$ cat src/rtl/pfd_pkg.sv
// Shared types, default constants and arithmetic helpers for the PFD lock detector.
package pfd_pkg;

    // Lock detector FSM states.
    typedef enum logic [1:0] {
        UNLOCKED  = 2'd0,
        ACQUIRING = 2'd1,
        LOCKED    = 2'd2,
        LOSING    = 2'd3
    } pfd_state_e;

    // Default measurement window length and quiet-window threshold.
    localparam int WIN_LEN_DEF    = 64;
    localparam int ERR_THRESH_DEF = 4;

    // Signed add that clamps to the range of a w-bit two's complement value
    // (w <= 31). Operands are expected to already lie inside that range.
    function automatic logic signed [31:0] sat_add(
        input logic signed [31:0] a,
        input logic signed [31:0] b,
        input int                 w
    );
        logic signed [32:0] sum;
        logic signed [32:0] hi;
        logic signed [32:0] lo;
        sum = 33'(a) + 33'(b);
        hi  = (33'sd1 <<< (w - 1)) - 33'sd1;
        lo  = -(33'sd1 <<< (w - 1));
        if (sum > hi) begin
            sat_add = 32'(hi);
        end else if (sum < lo) begin
            sat_add = 32'(lo);
        end else begin
            sat_add = 32'(sum);
        end
    endfunction

endpackage

$ cat src/rtl/pfd_sync2.sv
// Two-flop synchroniser bringing an asynchronous PFD pulse into the clk domain.
module pfd_sync2 (
    input  logic clk,
    input  logic rst_n,
    input  logic d_i,
    output logic q_o
);

    logic meta_q;

    // Shift the asynchronous input through two flops; the first may go metastable.
    always_ff @(posedge clk or negedge rst_n) begin
        if (!rst_n) begin
            meta_q <= 1'b0;
            q_o    <= 1'b0;
        end else begin
            meta_q <= d_i;
            q_o    <= meta_q;
        end
    end

endmodule

$ cat src/rtl/pfd_lock_detect.sv
// PFD back end: synchronises UP/DOWN pulses, integrates net phase error into a
// saturating accumulator, and runs a windowed lock detector with hysteresis.
module pfd_lock_detect
    import pfd_pkg::*;
#(
    parameter int WIN_LEN    = WIN_LEN_DEF,
    parameter int ERR_THRESH = ERR_THRESH_DEF,
    parameter int LOCK_CNT   = 4,
    parameter int UNLOCK_CNT = 2,
    parameter int ACC_W      = 12
) (
    input  logic                                clk,
    input  logic                                rst_n,
    input  logic                                qa,
    input  logic                                qb,
    input  logic                                enable,
    output logic                                up_sync,
    output logic                                dn_sync,
    output logic signed [ACC_W-1:0]             phase_acc,
    output logic [$clog2(WIN_LEN+1)-1:0]        err_count,
    output logic                                win_done,
    output logic                                locked
);

    localparam int WIN_W = $clog2(WIN_LEN);
    localparam int ERR_W = $clog2(WIN_LEN + 1);
    localparam int Q_W   = $clog2(LOCK_CNT + 1);
    localparam int N_W   = $clog2(UNLOCK_CNT + 1);

    logic                    up_sync_s;
    logic                    dn_sync_s;
    logic                    err_cyc_s;
    logic                    win_end_s;
    logic                    quiet_s;
    logic [ERR_W-1:0]        err_total_s;

    logic signed [ACC_W-1:0] acc_q;
    logic signed [ACC_W-1:0] acc_d;
    logic [WIN_W-1:0]        win_cnt_q;
    logic [WIN_W-1:0]        win_cnt_d;
    logic [ERR_W-1:0]        err_cnt_q;
    logic [ERR_W-1:0]        err_cnt_d;

    pfd_state_e              state_q;
    logic [Q_W-1:0]          q_cnt_q;
    logic [N_W-1:0]          n_cnt_q;
    logic                    locked_q;
    logic                    win_done_q;
    logic [ERR_W-1:0]        err_count_q;

    pfd_sync2 u_sync_up (
        .clk   (clk),
        .rst_n (rst_n),
        .d_i   (qa),
        .q_o   (up_sync_s)
    );

    pfd_sync2 u_sync_dn (
        .clk   (clk),
        .rst_n (rst_n),
        .d_i   (qb),
        .q_o   (dn_sync_s)
    );

    // An error cycle is exactly one of UP/DOWN active; overlap is the PFD reset pulse.
    assign err_cyc_s   = up_sync_s ^ dn_sync_s;
    assign win_end_s   = enable && (win_cnt_q == WIN_W'(WIN_LEN - 1));
    assign err_total_s = err_cnt_q + ERR_W'(err_cyc_s);
    assign quiet_s     = (32'(err_total_s) <= 32'(ERR_THRESH));

    // Accumulator next value: +1 for UP-only, -1 for DOWN-only, clamped, held when disabled.
    always_comb begin
        acc_d = acc_q;
        if (enable && up_sync_s && !dn_sync_s) begin
            acc_d = ACC_W'(sat_add(32'(acc_q), 32'sd1, ACC_W));
        end else if (enable && dn_sync_s && !up_sync_s) begin
            acc_d = ACC_W'(sat_add(32'(acc_q), -32'sd1, ACC_W));
        end else begin
            acc_d = acc_q;
        end
    end

    // Window and error counters: restart on window end, clear while disabled.
    always_comb begin
        win_cnt_d = win_cnt_q;
        err_cnt_d = err_cnt_q;
        if (!enable) begin
            win_cnt_d = '0;
            err_cnt_d = '0;
        end else if (win_end_s) begin
            win_cnt_d = '0;
            err_cnt_d = '0;
        end else begin
            win_cnt_d = win_cnt_q + WIN_W'(1);
            err_cnt_d = err_total_s;
        end
    end

    // Datapath registers for the accumulator and window counters.
    always_ff @(posedge clk or negedge rst_n) begin
        if (!rst_n) begin
            acc_q     <= '0;
            win_cnt_q <= '0;
            err_cnt_q <= '0;
        end else begin
            acc_q     <= acc_d;
            win_cnt_q <= win_cnt_d;
            err_cnt_q <= err_cnt_d;
        end
    end

    // Lock FSM with registered window result and lock flag, evaluated at window end.
    always_ff @(posedge clk or negedge rst_n) begin
        if (!rst_n) begin
            state_q     <= UNLOCKED;
            q_cnt_q     <= '0;
            n_cnt_q     <= '0;
            locked_q    <= 1'b0;
            win_done_q  <= 1'b0;
            err_count_q <= '0;
        end else if (!enable) begin
            state_q     <= UNLOCKED;
            q_cnt_q     <= '0;
            n_cnt_q     <= '0;
            locked_q    <= 1'b0;
            win_done_q  <= 1'b0;
        end else if (win_end_s) begin
            win_done_q  <= 1'b1;
            err_count_q <= err_total_s;
            case (state_q)
                UNLOCKED: begin
                    n_cnt_q <= '0;
                    if (quiet_s) begin
                        if (LOCK_CNT == 1) begin
                            state_q  <= LOCKED;
                            q_cnt_q  <= '0;
                            locked_q <= 1'b1;
                        end else begin
                            state_q  <= ACQUIRING;
                            q_cnt_q  <= Q_W'(1);
                            locked_q <= 1'b0;
                        end
                    end else begin
                        state_q  <= UNLOCKED;
                        q_cnt_q  <= '0;
                        locked_q <= 1'b0;
                    end
                end
                ACQUIRING: begin
                    n_cnt_q <= '0;
                    if (quiet_s) begin
                        if (32'(q_cnt_q) + 32'd1 >= 32'(LOCK_CNT)) begin
                            state_q  <= LOCKED;
                            q_cnt_q  <= '0;
                            locked_q <= 1'b1;
                        end else begin
                            state_q  <= ACQUIRING;
                            q_cnt_q  <= q_cnt_q + Q_W'(1);
                            locked_q <= 1'b0;
                        end
                    end else begin
                        state_q  <= UNLOCKED;
                        q_cnt_q  <= '0;
                        locked_q <= 1'b0;
                    end
                end
                LOCKED: begin
                    q_cnt_q <= '0;
                    if (!quiet_s) begin
                        if (UNLOCK_CNT == 1) begin
                            state_q  <= UNLOCKED;
                            n_cnt_q  <= '0;
                            locked_q <= 1'b0;
                        end else begin
                            state_q  <= LOSING;
                            n_cnt_q  <= N_W'(1);
                            locked_q <= 1'b1;
                        end
                    end else begin
                        state_q  <= LOCKED;
                        n_cnt_q  <= '0;
                        locked_q <= 1'b1;
                    end
                end
                LOSING: begin
                    q_cnt_q <= '0;
                    if (!quiet_s) begin
                        if (32'(n_cnt_q) + 32'd1 >= 32'(UNLOCK_CNT)) begin
                            state_q  <= UNLOCKED;
                            n_cnt_q  <= '0;
                            locked_q <= 1'b0;
                        end else begin
                            state_q  <= LOSING;
                            n_cnt_q  <= n_cnt_q + N_W'(1);
                            locked_q <= 1'b1;
                        end
                    end else begin
                        state_q  <= LOCKED;
                        n_cnt_q  <= '0;
                        locked_q <= 1'b1;
                    end
                end
                default: begin
                    state_q  <= UNLOCKED;
                    q_cnt_q  <= '0;
                    n_cnt_q  <= '0;
                    locked_q <= 1'b0;
                end
            endcase
        end else begin
            win_done_q <= 1'b0;
        end
    end

    assign up_sync   = up_sync_s;
    assign dn_sync   = dn_sync_s;
    assign phase_acc = acc_q;
    assign err_count = err_count_q;
    assign win_done  = win_done_q;
    assign locked    = locked_q;

endmodule
$ cat config.mk
export PLATFORM = sky130hd
export DESIGN_NAME = pfd_lock_detect
export DESIGN_NICKNAME = d
export VERILOG_FILES = /design/src/rtl/pfd_pkg.sv /design/src/rtl/pfd_sync2.sv /design/src/rtl/pfd_lock_detect.sv
export SDC_FILE = /design/constraint.sdc
export NUM_CORES = 1
export LEC_CHECK = 0
export ABC_AREA = 0
export CORE_MARGIN = 1.5
export CORE_UTILIZATION = 60
export CTS_BUF_LIST = sky130_fd_sc_hd__clkbuf_4 sky130_fd_sc_hd__clkbuf_8
export CTS_CLUSTER_SIZE = 28
export DETAILED_ROUTE_END_ITERATION = 8
export GPL_TIMING_DRIVEN = 0
export PLACE_DENSITY_LB_ADDON = 0.3
export SLEW_MARGIN = 0
export SYNTH_ARGS = -nofsm -noshare
export SYNTH_HDL_FRONTEND = slang
export SYNTH_SLANG_ARGS = --single-unit
$ cat constraint.sdc
create_clock -name clk -period 5.8 [get_ports clk]
set_input_delay 0.87 -clock clk [delete_from_list [all_inputs] [get_ports clk]]
set_output_delay 0.87 -clock clk [all_outputs]
set_load 0.01 [all_outputs]
# [After elaboration in Yosys (flattened, before gate mapping)]
# Index checks and enable logic that the tools add are counted.
[classes] bitwise=1 order_cmp=7 reduce_logical=12 n_eq_ne=5 n_mux=40 n_addsub=8
[ops] cell="$mux W12" n=6
[ops] cell="$gt A13 B12 Y1 const B" n=2
[ops] cell="$lt A13 B12 Y1 const B" n=2
[ops] cell="$mux W2" n=10
[ops] cell="$mux W7" n=2
[ops] cell="$add A12 B1 Y13 const B" n=1
[ops] cell="$add A12 B2 Y13 const B" n=1
[ops] cell="$mux W1" n=12
[ops] cell="$mux W3" n=4
[ops] cell="$mux W6" n=2
[ops] cell="$pmux W3 S3" n=1
[ops] cell="$pmux W2 S4" n=1
[ops] cell="$add A7 B1 Y7" n=1
[ops] cell="$le A7 B3 Y1 const B" n=1
[ops] cell="$add A6 B1 Y6 const B" n=1
[ops] cell="$eq A6 B6 Y1 const B" n=1
[ops] cell="$pmux W2 S3" n=1
[ops] cell="$logic_and A1 B1 Y1" n=5
[ops] cell="$add A3 B1 Y4 const B" n=1
[ops] cell="$eq A2 B2 Y1 const B" n=2
[ops] cell="$ge A4 B3 Y1 const B" n=1
[ops] cell="$pmux W1 S4" n=1
[ops] cell="$reduce_or A2 Y1" n=2
[ops] cell="$add A2 B1 Y3 const B" n=1
[ops] cell="other kinds (10)" n=11
[word_totals] wordCells=86 out_inout_bits=23 regBits=45

# [Logic depth before layout (Yosys ltp)]
[depth] depth_word=7 ltp_mapped=10 ltp_nobuf=10

# [Modules after synthesis]
# Synthesis repeated with hierarchy kept, for this count alone.
[hier_totals] cells_unflattened=330 hier_area_um2=2905.3
[by_module_without_submodules] module="pfd_lock_detect" cells_per_inst=326 n_inst=1 seq_area_each_um2=1001.0 area_per_inst_um2=2805.2
[by_module_without_submodules] module="pfd_sync2" cells_per_inst=2 n_inst=2 seq_area_each_um2=50.0 area_per_inst_um2=50.0

# [Worst setup path before layout]
# OpenSTA, ideal clock, no wires.
[synth_timing] path_kind="register to register" start="register u_sync_dn.q_o" end="register q_cnt_q[1]" slack_ns=3.361 path_stages_with_launch=11 n_path_buf=0 synth_period_minus_slack_ns=2.439 t_arrival_ns=2.373 required_ns=5.734 setup_time_ns=0.066 cell_sequence="dfrtp_1 -> xor2_1 -> ha_1 -> ha_1 -> or2_2 -> maj3_1 -> o21ai_0 -> nand3_1 -> nor3_1 -> nand4_1 -> nand2_1"
[synth_between] elab_chain_cells=7
[synth_rtl] item="start, declared" line="pfd_sync2.sv:6" source="output logic q_o"
[synth_rtl] item="start signal, assigned" line="pfd_sync2.sv:18" source="q_o <= meta_q;"
[synth_rtl] item="$xor A1 B1 Y1" line="pfd_lock_detect.sv:66" source="assign err_cyc_s = up_sync_s ^ dn_sync_s;"
[synth_rtl] item="$add A7 B1 Y7" line="pfd_lock_detect.sv:68" source="assign err_total_s = err_cnt_q + ERR_W'(err_cyc_s);"
[synth_rtl] item="via err_total_s[1]" line="pfd_lock_detect.sv:35" source="logic [ERR_W-1:0] err_total_s;"
[synth_rtl] item="$le A7 B3 Y1" line="pfd_lock_detect.sv:69" source="assign quiet_s = (32'(err_total_s) <= 32'(ERR_THRESH));"
[synth_rtl] item="$mux W3" line="pfd_lock_detect.sv:151" source="if (quiet_s) begin"
[synth_rtl] item="$pmux W3 S3" line="pfd_lock_detect.sv:130" source="case (state_q)"
[synth_rtl] item="$mux W3" line="pfd_lock_detect.sv:127" source="end else if (win_end_s) begin"
[synth_rtl] item="$mux W3" line="pfd_lock_detect.sv:121" source="end else if (!enable) begin"
[synth_rtl] item="end signal, assigned" line="pfd_lock_detect.sv:158" source="q_cnt_q <= q_cnt_q + Q_W'(1);"
[synth_rtl] item="end, declared" line="pfd_lock_detect.sv:45" source="logic [Q_W-1:0] q_cnt_q;"
# The timed path passes the listed nets, and every way through them passes these cells. The select of a mux whose other input is x is not followed.
# A chain may end at the register's enable or synchronous reset.

# [Worst setup path after layout]
[layout_timing] start="register acc_q[1], in the netlist phase_acc[1]" end="register acc_q[4], in the netlist phase_acc[4]"
[layout_between] elab_chain_cells=6 elab_cells_between_ends=12 cone_classes="add/sub: 2; order compare: 4; mux: 6"
[layout_rtl] item="start, declared" line="pfd_lock_detect.sv:37" source="logic signed [ACC_W-1:0] acc_q;"
[layout_rtl] item="start signal, assigned" line="pfd_lock_detect.sv:102" source="acc_q <= '0;"
[layout_rtl] item="start signal, assigned" line="pfd_lock_detect.sv:106" source="acc_q <= acc_d;"
[layout_rtl] item="$add A12 B1 Y13" line="pfd_pkg.sv:26" source="sum = 33'(a) + 33'(b);"
[layout_rtl] item="$lt A13 B12 Y1" line="pfd_pkg.sv:31" source="end else if (sum < lo) begin"
[layout_rtl] item="$mux W12" line="pfd_pkg.sv:31"
[layout_rtl] item="$mux W12" line="pfd_pkg.sv:29" source="if (sum > hi) begin"
[layout_rtl] item="$mux W12" line="pfd_lock_detect.sv:76" source="end else if (enable && dn_sync_s && !up_sync_s) begin"
[layout_rtl] item="$mux W12 *" line="pfd_lock_detect.sv:74" source="if (enable && up_sync_s && !dn_sync_s) begin"
# Mark *: on every way between the ends. The rest lies on a longest branch, timed or not. The select of a mux whose other input is x is not followed.

==> key figures <==
Run status
  – Status: completed

Clock network
  – Worst skew pair latency: 300 ps
  – CTS tree: built
  – Resized cells post-CTS: 0
  – H-tree levels: 2
  – Maximum clock insertion buffer count: 2
  – CTS buffer count: 5
  – CTS Hold Bufs: 0
  – Clock-pin slew on the worst setup and hold paths: 90 ps
  – Sink Count: 44
  – Root Buffer: clkbuf_8
  – Post-CTS Setup Bufs: 0

Logic synthesis
  – Top-area cell type share of the netlist area: 39.6%
  – Commonest cells in the netlist: dfrtp_1 (44), nand2_1 (34), nor2_1 (28), o21ai_0 (28), nand3_1 (25)
  – Synthesized cell area: 2780 sq um
  – Async S/R FF share, synth: 100%
  – Syn_nets: 335
  – Warnings, synthesis: 0
  – Cell taking the most area after synthesis: dfrtp_1
  – Synth Flop Type: dfrtp_1
  – Netlist cell types: 54
  – Mean Syn Cell Area: 8.65 sq um
  – Most common cell in the netlist: dfrtp_1
  – Seq/Total Area, Yosys: 39.6%
  – Mapped Cells: 321
  – Post-synth EDFFs: 0
  – Top cells by area, synth: dfrtp_1 (40%), o21ai_0 (5.0%), nand2_1 (4.6%), nand3_1 (4.5%), ha_1 (4.1%)
  – Synth Register Bits: 44

Floorplan
  – FP Rows: 24
  – DIE WIDTH: 71.0 microns
  – Starting Density: 62.9%
  – Die area: 5050 sq um
  – I/O pins: 28
  – Core box area: 4410 sq um
  – Die height: 71.0 microns

Pwr
  – Maximum vdd drop: 0.000252 V
  – Leak Pwr: 1.36 nW
  – Power per cell area: 329 nW/um^2

Timing
  – Fin crit share: 48.8%
  – Clk_skew: 4.18 ps
  – Rel. slew slack: 60.0%
  – Final Hold Vio Count: 0
  – # setup viols final: 0
  – Worst-Margin Slew: 598 ps
  – Max Freq: 353 MHz
  – RSZ-0062 raised after global routing: false
  – Final Max Slew Viols: 0
  – Tmin final: 2830 ps
  – Setup TNS Final: 0 ps

Worst setup path
  – CP Cell Sequence: inv_1 > ha_1 > nor3b_2 > nand2_1 > o32ai_1 > nand4_1 > a31oi_4 > nand2_2 > a32oi_1
  – CP max stage cell: dfrtp_1
  – CP Class: reg2reg
  – CP max FO: 10
  – Top delay family on crit path: compound AO/OA/AOI/OAI gates
  – Largest stage delay on the critical path: 540 ps
  – Critical Path AT: 3050 ps
  – Worst EP required: 6020 ps
  – CP bufs+invs: 1
  – Setup crit end kind: register
  – Startpoint Class: register

Global routing
  – GRT overflow: 0
  – Number of global-route vias before repair: 2507
  – Largest net degree at the start of global routing: 25
  – Antenna violations before repair: 0
  – Tot GR Track Use: 30.5%
  – First-pass GRT wire length: 12100 microns

Routing
  – Antenna-violating nets left: 0
  – Via density: 6.22
  – Aggregate routed wire length: 7090 microns
  – Initial DRC Count: 292
  – Via count: 2545
  – Routed len/inst: 17.3 microns
  – DRT Pass-1 Iters: 5
  – Drc violations: 0

Final layout
  – Final nets: 370
  – P&R area growth vs syn: 16.9%
  – Post-route insts no fill: 409
  – ANT cells: 0
  – Share of cells above drive strength 1: 9.52%
  – Filler cell count: 328

Placement
  – Post-DP HPWL: 5190 microns
  – Port Buffer Count: 27
  – Placed insts: 401
  – RePlAce Congestion: 0.968

Job
  – Max-Cap Viols: 0

Hold path
  – Hold Path Class: reg2reg
## worst reg2reg max path, cell delays in order (launching register included)
cell and delay (ps):
dfrtp_1 540, inv_1 180, ha_1 330, nor3b_2 390
nand2_1 100, o32ai_1 310, nand4_1 190, a31oi_4 400
nand2_2 120, a32oi_1 200
## final timing paths
| path | from | end | cells after the start | slack, ps |
|---|---|---|---|---|
| worst max register to register | phase_acc[1]$_DFFE_PN0P_ | phase_acc[4]$_DFFE_PN0P_ | 9 | 2970 |
| worst min-delay path | u_sync_dn.meta_q$_DFF_PN0_ | u_sync_dn.q_o$_DFF_PN0_ | 0 | 350 |
| worst max-delay path | phase_acc[1]$_DFFE_PN0P_ | phase_acc[4]$_DFFE_PN0P_ | 9 | 2970 |
| worst min register to register | u_sync_dn.meta_q$_DFF_PN0_ | u_sync_dn.q_o$_DFF_PN0_ | 0 | 350 |
| max in group asynchronous | rst_n | u_sync_up.q_o$_DFF_PN0_ | 2 | 4750 |
| min in group asynchronous | rst_n | phase_acc[7]$_DFFE_PN0P_ | 1 | 550 |
## where the power goes
part	internal, mW	switching, mW
clock network	0.128	0.111
registers	0.339	0.0449
logic	0.189	0.257
total	0.656	0.413
## sequential cells by signal, summed over array words and instances, names as in the netlist
register          cells
u_sync_up.q_o         1
q_cnt_q               3
win_done              1
err_count             7
win_cnt_q             6
state_q               2
err_cnt_q             7
u_sync_dn.meta_q      1
u_sync_up.meta_q      1
n_cnt_q               2
phase_acc            12
u_sync_dn.q_o         1
## area by class of cell
type                       instances  area [sq um]  area share, %
multi-input combinational        247          1530           47.2
sequential                        44          1100           33.9
timing repair buffer              28           293           9.02
buffer                            19           103           3.16
clock buffer                       5          68.8           2.12
tap                               52          65.1           2.00
clock inverter                     3          42.5           1.31
inverter                          11          41.3           1.27
## placed cells by master, fill, tap and decap left out, drive strengths merged, types with 10 or more instances in the layout
cell type      Yosys  final
o21ai             28     28
nor2              28     28
nor3              12     12
buf                8     10
nand3             25     25
a21oi             18     18
dfrtp             44     44
inv               11     11
clkbuf            11     16
clkdlybuf4s50      0     26
nand2             37     37
## through the flow
stage | util [%] | hold slack, ps | total power, mW | setup slack (ps) | instance area (sq um)
floorplan | - | 331 | 0.681 | 3360 | 2780
global placement | 70.5 | 332 | 0.811 | 2710 | 3110
detailed placement | 71.0 | 335 | 0.825 | 2970 | 3140
CTS | 73.6 | 355 | 1.07 | 3000 | 3250
global route | 73.6 | 372 | 1.14 | 2780 | 3250
finish | 73.6 | 352 | 1.07 | 2970 | 3250
## metal layers
layer / vias to the layer above / track usage, % / wire length, microns
li1: 1213 / - / -
met1: 1223 / 39.6 / 3010
met2: 87 / 51.6 / 3570
met3: 22 / 4.56 / 318
met4: 0 / 11.7 / 193
met5: - / 0 / 0
## logic make-up (layout without fill, tap and decap cells)
| kind of cell | Yosys count | count (layout) | synth area share, % |
|---|---|---|---|
| xor gates and xnor gates | 17 | 17 | 5.36 |
| buffers and inverters | 30 | 66 | 5.18 |
| and+or+nand+nor | 142 | 142 | 26.8 |
| DFF | 44 | 44 | 39.6 |
| adders and majority gates | 10 | 10 | 4.41 |
| muxes | 2 | 2 | 0.721 |
| AOI/OAI and AO/OA | 76 | 76 | 17.9 |
Note: power is estimated with default switching activity, not from simulation.
==> edit 1: new RTL, same settings <==
The parameter `UNLOCK_CNT` goes from 2 to 4.
--- a/src/rtl/pfd_lock_detect.sv
+++ b/src/rtl/pfd_lock_detect.sv
@@ -6,7 +6,7 @@
     parameter int WIN_LEN    = WIN_LEN_DEF,
     parameter int ERR_THRESH = ERR_THRESH_DEF,
     parameter int LOCK_CNT   = 4,
-    parameter int UNLOCK_CNT = 2,
+    parameter int UNLOCK_CNT = 4,
     parameter int ACC_W      = 12
 ) (
     input  logic                                clk,
Function: no difference found for any inputs over 10 cycles, from zero or initial values and one cycle with rst_n low; that may be too few to reach the edited logic, so the function may still have changed.
==> edit 1 against the unedited design <==
  * Non-clock buffer count up 4
  * Utilization decreased by 0.12 points
  * First-iteration DRC count up 25%
  * Sequential cell count rose by 1
  * Total power is 6.2% lower
  * Design area is 8.2% higher
  * Global-route usage is 0.49 points lower
  * Wire length rose by 8.4%
  * Synthesized area rose by 9.1%
  * Worst setup slack worse by 0.082 ns
  * Hold slack improved by 0.0089 ns
==> edit 1: results (changes against the unedited design) <==
status=complete, no violations (unchanged); Compound-Gate Fraction of Synth Area=21.1% (was 17.9%); highest clock rate=343 MHz (was 353 MHz); clock power share=25.3% (was 22.3%); pin count of the biggest net entering global routing=30 (was 25); Detail Placement HPWL=5600 um (was 5190 um); Layout fillers=379 (was 328); Netlist cell types=68 (was 54); R2R Path End=q_cnt_q[1] (was phase_acc[4]); Critical Path Start=enable (was phase_acc[1]); Hold EP=u_sync_up.q_o (was u_sync_dn.q_o); Crit Reg-Reg Startpoint=u_sync_dn.q_o (was phase_acc[1]); synthesized instance count=334 (was 321); xor and xnor area share after synthesis=4.92% (was 5.36%); Post-Route WL=7690 um (was 7090 um); first-pass GRT wire length=12600 um (was 12100 um); number of flip-flops under the largest register name=12 (unchanged); fraction of layout cells with a size suffix above 1=11.1% (was 9.52%); top cells by count, synth=dfrtp_1 (45), nand2_1 (30), nor2_1 (24) (was dfrtp_1 (44), nand2_1 (34), nor2_1 (28), o21ai_0 (28), nand3_1 (25)); post-synthesis sequential area ratio=37.2% (was 39.6%); CP Max Fanout=9 (was 10); CP arrival=3.12 ns (was 3.05 ns); Worst-Skew Late Latency=0.31 ns; hold path start=u_sync_up.meta_q (was u_sync_dn.meta_q); placed cell count=429 (was 401); Final Net Count=382 (was 370); worst-margin pin slew=0.681 ns (was 0.598 ns); Placer Congestion=0.984 (was 0.968); DR WL/cell=17.6 um (was 17.3 um); Post-Synth Adder-Cell Area=3.63% (was 4.41%); Logic pwr share=36.7% (was 41.7%); NetSw=0.376 mW (was 0.413 mW); multiplexer area fraction after synthesis=2.48% (was 0.721%); largest cells by area after synthesis=dfrtp_1 (37%), nand2_1 (3.7%), o21ai_0 (3.5%), ha_1 (3.3%), a21oi_1 (3.1%) (was dfrtp_1 (40%), o21ai_0 (5.0%), nand2_1 (4.6%), nand3_1 (4.5%), ha_1 (4.1%)); Layout Skew=0.0129 ns (was 0.00418 ns); Leakage=1.45 nW (was 1.36 nW); vias per std cell=6.35 (was 6.22); Hold Crit Depth=0 (unchanged); vias in the first global route=2540 (was 2507); Max IR drop VDD=0.000227 V (was 0.000252 V); Pwr per Cell Area=285 nW/um^2 (was 329 nW/um^2)
edit 1: changes by cell type after synthesis, sizes merged, moves of 4 or more:
cell / change
and3: +6
nand2: -7
nor3: -5
nor2b: +4
mux2: +4
nand4b: +7
nand3: -8
nor2: -4
edit 1: area by class of cell:
| type | count | share of cell area, % |
|---|---|---|
| clock buffers | 5 | 1.96 |
| plain buffers | 23 | 3.17 |
| inverters | 9 | 0.961 |
| multi-input cells | 257 | 50.0 |
| flip-flops and latches | 45 | 32.0 |
| clock inverters | 3 | 1.35 |
| repair buffers | 28 | 8.12 |
| well taps | 67 | 2.39 |
edit 1: worst max-delay path, cell delays in order:
cell,delay (ns)
clkdlybuf4s50_1,0.52
clkinv_1,0.25
nor3b_1,0.65
o21ai_4,0.15
a31oi_4,0.33
a21oi_1,0.11
a22o_1,0.24
edit 1: per-stage QoR:
step	hold WS, ns	instance area, sq um	utilization [%]
6_report	0.361	3510	73.4
5_1_grt	0.364	3510	73.4
4_1_cts	0.362	3510	73.4
3_5_place_dp	0.336	3400	71.0
3_3_place_gp	0.334	3380	70.7
2_1_floorplan	0.331	3030	-
edit 1: cell families (layout without fill, tap and decap cells):
| group | after synthesis | after routing |
|---|---|---|
| adders and majority gates | 9 | 9 |
| and+or+nand+nor | 138 | 138 |
| muxes | 7 | 7 |
| xor gates and xnor gates | 17 | 17 |
| DFF | 45 | 45 |
| buffers and inverters | 32 | 68 |
| AOI/OAI and AO/OA | 86 | 86 |
edit 1: per-layer routing:
layer | vias up | GRT usage (%) | part of all wire [%]
met5 | - | 0 | 0
met3 | 12 | 4.74 | 7.1
met1 | 1343 | 44.8 | 45
li1 | 1299 | - | -
met4 | 0 | 8.23 | 1.5
met2 | 121 | 45.1 | 47
==> edit 2: new RTL, same settings <==
Made on the original files. Add an input register stage for `qa`, `qb` and `enable`, with the module's reset; this delays them by one clock.
--- a/src/rtl/pfd_lock_detect.sv
+++ b/src/rtl/pfd_lock_detect.sv
@@ -27,6 +27,22 @@
     localparam int Q_W   = $clog2(LOCK_CNT + 1);
     localparam int N_W   = $clog2(UNLOCK_CNT + 1);
 
+    logic qa_q;
+    logic qb_q;
+    logic enable_q;
+
+    always_ff @(posedge clk or negedge rst_n) begin
+        if (!rst_n) begin
+            qa_q     <= '0;
+            qb_q     <= '0;
+            enable_q <= '0;
+        end else begin
+            qa_q     <= qa;
+            qb_q     <= qb;
+            enable_q <= enable;
+        end
+    end
+
     logic                    up_sync_s;
     logic                    dn_sync_s;
     logic                    err_cyc_s;
@@ -51,29 +67,29 @@
     pfd_sync2 u_sync_up (
         .clk   (clk),
         .rst_n (rst_n),
-        .d_i   (qa),
+        .d_i   (qa_q),
         .q_o   (up_sync_s)
     );
 
     pfd_sync2 u_sync_dn (
         .clk   (clk),
         .rst_n (rst_n),
-        .d_i   (qb),
+        .d_i   (qb_q),
         .q_o   (dn_sync_s)
     );
 
     // An error cycle is exactly one of UP/DOWN active; overlap is the PFD reset pulse.
     assign err_cyc_s   = up_sync_s ^ dn_sync_s;
-    assign win_end_s   = enable && (win_cnt_q == WIN_W'(WIN_LEN - 1));
+    assign win_end_s   = enable_q && (win_cnt_q == WIN_W'(WIN_LEN - 1));
     assign err_total_s = err_cnt_q + ERR_W'(err_cyc_s);
     assign quiet_s     = (32'(err_total_s) <= 32'(ERR_THRESH));
 
     // Accumulator next value: +1 for UP-only, -1 for DOWN-only, clamped, held when disabled.
     always_comb begin
         acc_d = acc_q;
-        if (enable && up_sync_s && !dn_sync_s) begin
+        if (enable_q && up_sync_s && !dn_sync_s) begin
             acc_d = ACC_W'(sat_add(32'(acc_q), 32'sd1, ACC_W));
-        end else if (enable && dn_sync_s && !up_sync_s) begin
+        end else if (enable_q && dn_sync_s && !up_sync_s) begin
             acc_d = ACC_W'(sat_add(32'(acc_q), -32'sd1, ACC_W));
         end else begin
             acc_d = acc_q;
@@ -84,7 +100,7 @@
     always_comb begin
         win_cnt_d = win_cnt_q;
         err_cnt_d = err_cnt_q;
-        if (!enable) begin
+        if (!enable_q) begin
             win_cnt_d = '0;
             err_cnt_d = '0;
         end else if (win_end_s) begin
@@ -118,7 +134,7 @@
             locked_q    <= 1'b0;
             win_done_q  <= 1'b0;
             err_count_q <= '0;
-        end else if (!enable) begin
+        end else if (!enable_q) begin
             state_q     <= UNLOCKED;
             q_cnt_q     <= '0;
             n_cnt_q     <= '0;
Function: changed (a bounded check fails within 4 cycles, from zero or initial values and one cycle with rst_n low).
==> edit 2 against the unedited design <==
  * Clock power fell by 11%
  * Sequential cell count up 3
  * Highest routed layer unchanged
  * Worst setup slack got worse by 0.20 ns
  * Total power increased by 0.33%
  * Wire length down 10%
  * Design area decreased by 3.9%
  * Count of clock-buffer cells in the layout up 1
  * Synthesized area down 3.6%
==> edit 2: results (changes against the unedited design) <==
met1 usage=41.7% (was 39.6%); Leakage=1.31 nW (was 1.36 nW); Vias=2407 (was 2545); CP arrival=3.25 ns (was 3.05 ns); multiplexer area fraction after synthesis=1.54% (was 0.721%); Worst slew margin=26.6% (was 60.0%); pin count of the biggest net entering global routing=40 (was 25); DR WL met3=447 um (was 318 um); Syn Nets=314 (was 335); slowest CP cell=or3b_2 (was dfrtp_1); Async S/R FF share, synth=100% (unchanged); pre-CTS setup slack=2.86 ns (was 2.97 ns); Post-Route WL=6370 um (was 7090 um); Max IR drop VDD=0.000177 V (was 0.000252 V); reg2reg path depth=9 (unchanged); top cells by count, synth=dfrtp_1 (47), nand2_1 (40), nor2_1 (31) (was dfrtp_1 (44), nand2_1 (34), nor2_1 (28), o21ai_0 (28), nand3_1 (25)); xor and xnor area share after synthesis=5.24% (was 5.36%); Netlist cell types=56 (was 54); number of buffers created by CTS=5 (unchanged); met1 WL=2970 um (was 3010 um); CP peak stage delay=0.52 ns (was 0.54 ns); Compound-Gate Fraction of Synth Area=17.2% (was 17.9%); Crit Reg-Reg Startpoint=phase_acc[0] (was phase_acc[1]); Synth Area per Inst=8.89 sq um (was 8.65 sq um); vias in the first global route=2221 (was 2507); placed cell count=381 (was 401); largest cells by area after synthesis=dfrtp_1 (44%), nand2_1 (5.6%), nor2_1 (4.3%), o21ai_0 (4.1%), ha_1 (3.7%) (was dfrtp_1 (40%), o21ai_0 (5.0%), nand2_1 (4.6%), nand3_1 (4.5%), ha_1 (4.1%)); first-pass GRT wire length=10600 um (was 12100 um); met3 usage=4.51% (was 4.56%); hold_ws=0.350 ns (was 0.352 ns); Post-Synth Adder-Cell Area=4.11% (was 4.41%); Layout Skew=0.0199 ns (was 0.00418 ns); R2R Path End=phase_acc[8] (was phase_acc[4]); post-synthesis sequential area ratio=43.9% (was 39.6%); Layout Cells excl Fill=389 (was 409); min cycle time layout=3.03 ns (was 2.83 ns); reg2reg setup slack=2.77 ns (was 2.97 ns); fraction of layout cells with a size suffix above 1=8.61% (was 9.52%); area post-placement=3030 sq um (was 3140 sq um); DRT iter0 DRCs=298 (was 292); Pre-antenna DRT Iters=5 (unchanged); Met2 Wirelength=2870 um (was 3570 um); status=complete, no violations (unchanged); Detail Placement HPWL=4480 um (was 5190 um); Placer Congestion=0.884 (was 0.968); delay-heaviest family, CP=simple AND/OR/NAND/NOR gates (was compound AO/OA/AOI/OAI gates); Final Net Count=349 (was 370); gr usage total=27.6% (was 30.5%)
## edit 2: cell count changes after synthesis, sizes merged, moves of 4 or more
| cell | delta |
|---|---|
| a31oi | -4 |
| nand3 | -11 |
| nor3 | -4 |
| o21ai | -4 |
## edit 2: area by class of cell
type,instances,area (sq um)
Multi-Input combinational cell,227,1390
Fill cell,351,1200
Sequential cell,47,1180
Timing Repair Buffer,28,285
Buffer,19,85.1
Clock buffer,6,76.3
Tap cell,52,65.1
Inverter,8,30.0
Clock inverter,2,16.3
## edit 2: worst register-to-register path, delay by kind of cell (launching register included)
kind,cells,cell delay [ns]
adders and majority gates,1,0.26
buffers and inverters,2,0.40
AOI/OAI and AO/OA,3,0.74
and+or+nand+nor,3,1.11
DFF,1,0.43
## edit 2: power by group
part	switching [mW]	leakage, nW	internal [mW]
Combinational	0.257	0.650	0.196
Sequential	0.0398	0.615	0.369
Clock	0.120	0.0452	0.0915
Total	0.416	1.31	0.656
